File: src/rtl/lexington.sv
// Shared types and defaults for the core's peripheral-bus AXI4-Lite master.
package lexington;

  localparam int DEFAULT_AXI_ADDR_WIDTH = 32;
  localparam int DEFAULT_AXI_TIMEOUT    = 255;

  typedef enum logic [1:0] {
    OKAY   = 2'd0,
    EXOKAY = 2'd1,
    SLVERR = 2'd2,
    DECERR = 2'd3
  } axi_resp_t;

  typedef enum logic [2:0] {
    IDLE  = 3'd0,
    WRITE = 3'd1,
    WRESP = 3'd2,
    READ  = 3'd3,
    RDATA = 3'd4,
    DONE  = 3'd5
  } axi_master_state_t;

  // States where the master is waiting on the slave and the timeout runs.
  function automatic logic is_wait_state(axi_master_state_t s);
    return (s == WRITE) || (s == WRESP) || (s == READ) || (s == RDATA);
  endfunction

  // SLVERR and DECERR fault the access; EXOKAY is treated as a normal OK.
  function automatic logic resp_is_error(logic [1:0] resp);
    axi_resp_t r;
    r = axi_resp_t'(resp);
    return (r == SLVERR) || (r == DECERR);
  endfunction

endpackage

File: src/rtl/axi_lite_master.sv
// Single-outstanding AXI4-Lite master: turns the core's simple read/write
// strobes into AW/W/B or AR/R sequences, stalling the core via axi_busy.
// Error responses and unresponsive slaves both surface as axi_access_fault
// during the one-cycle DONE state.
module axi_lite_master
  import lexington::*;
#(
  parameter int ADDR_WIDTH     = DEFAULT_AXI_ADDR_WIDTH,
  parameter int TIMEOUT_CYCLES = DEFAULT_AXI_TIMEOUT
) (
  input  logic                  clk,
  input  logic                  rst,
  input  logic                  axi_rd_en,
  input  logic                  axi_wr_en,
  input  logic [ADDR_WIDTH-1:0] axi_addr,
  input  logic [31:0]           wr_data,
  input  logic [3:0]            wr_strobe,
  output logic [31:0]           axi_rd_data,
  output logic                  axi_access_fault,
  output logic                  axi_busy,
  output logic [ADDR_WIDTH-1:0] m_awaddr,
  output logic [2:0]            m_awprot,
  output logic                  m_awvalid,
  input  logic                  m_awready,
  output logic [31:0]           m_wdata,
  output logic [3:0]            m_wstrb,
  output logic                  m_wvalid,
  input  logic                  m_wready,
  input  logic [1:0]            m_bresp,
  input  logic                  m_bvalid,
  output logic                  m_bready,
  output logic [ADDR_WIDTH-1:0] m_araddr,
  output logic [2:0]            m_arprot,
  output logic                  m_arvalid,
  input  logic                  m_arready,
  input  logic [31:0]           m_rdata,
  input  logic [1:0]            m_rresp,
  input  logic                  m_rvalid,
  output logic                  m_rready
);

  localparam int              CW     = $clog2(TIMEOUT_CYCLES + 1);
  localparam logic [CW-1:0]   TO_MAX = CW'(TIMEOUT_CYCLES);

  axi_master_state_t     state, state_next;
  logic [ADDR_WIDTH-1:0] addr_q;
  logic [31:0]           wdata_q;
  logic [3:0]            wstrb_q;
  logic                  aw_done, w_done;
  logic [CW-1:0]         cnt;
  logic                  timeout;
  logic                  fault_q, fault_next;
  logic [31:0]           rd_data_q;
  logic                  rd_load;

  assign m_awaddr         = addr_q;
  assign m_araddr         = addr_q;
  assign m_wdata          = wdata_q;
  assign m_wstrb          = wstrb_q;
  assign m_awprot         = 3'b000;
  assign m_arprot         = 3'b000;
  assign axi_rd_data      = rd_data_q;
  assign axi_access_fault = fault_q;
  assign timeout          = (cnt == TO_MAX);

  // Next state, channel valids/readies, stall and completion fault.
  always_comb begin
    state_next = state;
    axi_busy   = 1'b0;
    m_awvalid  = 1'b0;
    m_wvalid   = 1'b0;
    m_bready   = 1'b0;
    m_arvalid  = 1'b0;
    m_rready   = 1'b0;
    fault_next = 1'b0;
    rd_load    = 1'b0;
    case (state)
      IDLE: begin
        axi_busy = axi_rd_en | axi_wr_en;
        if (axi_wr_en)      state_next = WRITE;
        else if (axi_rd_en) state_next = READ;
      end
      WRITE: begin
        axi_busy = 1'b1;
        if (timeout) begin
          state_next = DONE;
          fault_next = 1'b1;
        end else begin
          m_awvalid = ~aw_done;
          m_wvalid  = ~w_done;
          if ((aw_done | m_awready) && (w_done | m_wready)) state_next = WRESP;
        end
      end
      WRESP: begin
        axi_busy = 1'b1;
        if (timeout) begin
          state_next = DONE;
          fault_next = 1'b1;
        end else begin
          m_bready = 1'b1;
          if (m_bvalid) begin
            state_next = DONE;
            fault_next = resp_is_error(m_bresp);
          end
        end
      end
      READ: begin
        axi_busy = 1'b1;
        if (timeout) begin
          state_next = DONE;
          fault_next = 1'b1;
        end else begin
          m_arvalid = 1'b1;
          if (m_arready) state_next = RDATA;
        end
      end
      RDATA: begin
        axi_busy = 1'b1;
        if (timeout) begin
          state_next = DONE;
          fault_next = 1'b1;
        end else begin
          m_rready = 1'b1;
          if (m_rvalid) begin
            state_next = DONE;
            fault_next = resp_is_error(m_rresp);
            rd_load    = 1'b1;
          end
        end
      end
      DONE:    state_next = IDLE;
      default: state_next = IDLE;
    endcase
  end

  // State register.
  always_ff @(posedge clk or posedge rst) begin
    if (rst) state <= IDLE;
    else     state <= state_next;
  end

  // Timeout counter: restarts on every state change, runs while waiting.
  always_ff @(posedge clk or posedge rst) begin
    if (rst)                        cnt <= '0;
    else if (state_next != state)   cnt <= '0;
    else if (is_wait_state(state))  cnt <= cnt + 1'b1;
  end

  // Capture the request so the bus sees stable values for the whole transfer.
  always_ff @(posedge clk or posedge rst) begin
    if (rst) begin
      addr_q  <= '0;
      wdata_q <= '0;
      wstrb_q <= '0;
    end else if (state == IDLE) begin
      if (axi_wr_en) begin
        addr_q  <= axi_addr;
        wdata_q <= wr_data;
        wstrb_q <= wr_strobe;
      end else if (axi_rd_en) begin
        addr_q  <= axi_addr;
      end
    end
  end

  // Per-channel handshake flags so AW and W can complete independently.
  always_ff @(posedge clk or posedge rst) begin
    if (rst) begin
      aw_done <= 1'b0;
      w_done  <= 1'b0;
    end else if (state != WRITE) begin
      aw_done <= 1'b0;
      w_done  <= 1'b0;
    end else begin
      if (m_awvalid && m_awready) aw_done <= 1'b1;
      if (m_wvalid && m_wready)   w_done  <= 1'b1;
    end
  end

  // Fault is only ever visible in DONE; read data holds until the next read.
  always_ff @(posedge clk or posedge rst) begin
    if (rst) begin
      fault_q   <= 1'b0;
      rd_data_q <= '0;
    end else begin
      fault_q <= (state_next == DONE) ? fault_next : 1'b0;
      if (rd_load) rd_data_q <= m_rdata;
    end
  end

endmodule

File: config.mk
export PLATFORM = sky130hd
export DESIGN_NAME = axi_lite_master
export DESIGN_NICKNAME = d
export VERILOG_FILES = /design/src/rtl/lexington.sv /design/src/rtl/axi_lite_master.sv
export SDC_FILE = /design/constraint.sdc
export NUM_CORES = 1
export LEC_CHECK = 0
export CAP_MARGIN = 10
export CORE_MARGIN = 2
export CORE_UTILIZATION = 44
export CTS_CLUSTER_SIZE = 25
export DETAILED_ROUTE_END_ITERATION = 8
export MAX_ROUTING_LAYER = met4
export PLACE_DENSITY = 0.87
export SLEW_MARGIN = 10
export SYNTH_ARGS = -nofsm -noshare
export SYNTH_HDL_FRONTEND = slang
export SYNTH_SLANG_ARGS = --single-unit
File: constraint.sdc
create_clock -name clk -period 11.6 [get_ports clk]
set_input_delay 2.32 -clock clk [delete_from_list [all_inputs] [get_ports clk]]
set_output_delay 2.32 -clock clk [all_outputs]
set_load 0.005 [all_outputs]
==> metrics <==
Total GRT Usage 21.2%; Finished Core Util 70.4%; worst min path class flop to flop; RSZ-0062 raised after global routing false; synthesized instance count 354; fin crit share 55.3%; Longest Clk Path Bufs 2; Die H about 110 µm; FP Rows 39; fill cell count roughly 790; fraction of power consumed by sequential logic 31.7%; P_leak 3.36 nW; later-pin clock latency in the skew report about 0.40 ns; Internal Power 1.65 mW; Worst path most repeated cell clkdlybuf4s50_1; cts bufs inserted 17; Max Clock Skew ~0.0078 ns; NumNets Final 690; register area approximately 2900 µm²; Avg Cell Area, Syn approximately 15 µm²; via count between 3000 and 4000; Sink Count 114; Max-cap violations 0; RePlAce Congestion 0.830; CTS clk-pin slew, worst paths about 0.05 ns; Yosys reg bits ~110; status finished clean; Final ANT Viol Nets 0; post-CTS repair timing setup buffer count 0; first-pass GRT wire length 20200 µm; Setup crit start kind input pin; DIE AREA roughly 13000 µm²; fraction of layout instances using a drive strength above 1 23.9%; asr flop ratio synth 100%; drt drc 0; # resized after CTS 0; Finish-stage setup viols 0; Seq/Total Area, Yosys a little under three fifths; switching share of power a little over a quarter; root cell of the clock tree clkbuf_16; cell accounting for the most synthesized area dfrtp_1; drt total wl 12900 µm; Yosys Warn Count 0; hold buffers post-CTS 0; Initial Util 45.2%; Comb pwr share ~44%; WP data required 9.28 ns; WL/cell around 18 µm; slowest stage delay, CP about 0.45 ns; P_sw 0.625 mW; initial antenna violation count 0; IO Port Bufs 249; number of synthesized flops with an enable pin 0; Tmin final 6.41 ns; Worst Max-Slew Pin Slew 1.08 ns; Final TNS setup 0 ns; Area Growth Syn to Fin 55.8%; total core area 11400 µm²; Crit Path Class input pin to primary output; commonest cells in the netlist dfrtp_1, mux2_2, buf_4; Vias/cell 5.08; fmax 156 MHz; vias in the first global route a little under 4000; Max FO, Critical Path 9; prevailing post-synth register cell dfrtp_1; slew margin rel. 28.1%; Worst setup EP type primary output; fin. max-slew vios 0; multi-input logic area 1870 µm²; n_diodes 0; count leader, synth dfrtp_1; crit-path cells clkdlybuf4s50_1 -> o21ai_0 -> o2111ai_2 -> o21a_1 -> clkdlybuf4s50_1; Power per Cell Area ~280 nW/µm²; Die Width 112 µm; Slowest-stage cell, CP clkdlybuf4s50_1; largest net degree at the start of global routing 70; Clock Power Share 23.8%; Worst Path Arrival 4.09 ns; post-synth top area share 55.3%; H-tree depth 4; CTS tree built; initial DRC count about 120; Synth area leaders dfrtp_1, mux2_2, mux2_4, buf_4, buf_12; Peak VDD IR about 0.00016 V; I/O pin cnt ~260; Overflow after GRT 0; Mapped Area between 5000 and 6000 µm²; Yosys cell types 45; Pre-Repair DR Iteration Count 4; DP HPWL about 10000 µm; final hold violations 0
[registers in the layout, summed over array words and instances, names as in the netlist]
register / flops
axi_rd_data: 32
m_araddr: 32
m_wdata: 32
cnt: 8
m_wstrb: 4
state: 3
aw_done: 1
axi_access_fault: 1
w_done: 1
[worst paths after layout]
check	startpoint	endpoint	cells past startpoint	slack (ns)
worst max-delay path	axi_wr_en	axi_busy	5	5.19
worst min-delay path	axi_rd_data[8]	axi_rd_data[8]	1	0.50
worst max register to register	cnt[0]	axi_rd_data[27]	5	8.63
worst min register to register	axi_rd_data[8]	axi_rd_data[8]	1	0.50
max in group asynchronous	rst	m_wdata[17]	3	7.99
min in group asynchronous	rst	m_araddr[19]	2	2.33
[critical path, delay by kind of cell]
kind,cells,cell delay (ns)
buffers and inverters,2,0.89
AO/OA/AOI/OAI,3,0.87
[stage by stage]
stage	worst slack [ns]	cells	area (µm²)	hold WS, ns	power (mW)
6_report	5.19	732	8040	0.503	2.27
5_1_grt	5.08	732	8040	0.517	2.39
4_1_cts	5.16	732	8040	0.504	2.30
3_5_place_dp	5.19	700	7420	0.485	1.75
3_3_place_gp	5.22	700	7420	0.480	1.70
2_1_floorplan	6.26	359	5180	0.486	1.23
[cells in the final DEF (no fill, tap or decap), types with 3 or more instances in the layout]
cell,count
clkinv_2,4
nor2_1,11
nor3_1,4
a211oi_1,7
xnor2_1,6
o21ai_0,6
clkdlybuf4s50_1,249
nand2_1,6
and3_1,4
conb_1,6
mux2_2,69
nand3_1,4
bufinv_16,4
clkbuf_1,3
a21oi_1,3
mux2_4,30
clkbuf_16,17
dfrtp_1,114
[power by group through the flow]
stage | clock, mW | sequential [mW] | combinational, mW
after floorplan | 0 | 0.714 | 0.519
after global placement | 0 | 0.709 | 0.996
after detailed placement | 0 | 0.728 | 1.02
after CTS | 0.554 | 0.723 | 1.03
after global routing | 0.572 | 0.747 | 1.07
final | 0.542 | 0.721 | 1.01
[logic make-up after synthesis]
group,synth area share (%)
simple gates,4.85
mux,24.4
buf+inv,8.85
fa+ha+maj,0.242
compound gates,5.09
other cells,0.0727
xor+xnor,1.19
flops,55.3
[metal layers]
metal | vias to the layer above | track usage, % | wire [µm]
li1 | 1657 | - | -
met1 | 1848 | 23.2 | 4910
met2 | 179 | 36.9 | 6890
met3 | 32 | 5.24 | 736
met4 | 0 | 9.19 | 388
met5 | - | - | 0
[cell type report]
class,instances,share of cell area [%]
flip-flops and latches,114,35.5
repair buffers,250,31.1
multi-input cells,189,23.3
clock buffers,22,5.77
well taps,143,2.23
clock inverters,10,1.95
inverters,4,0.218
Power figures use the tool's default switching activity.
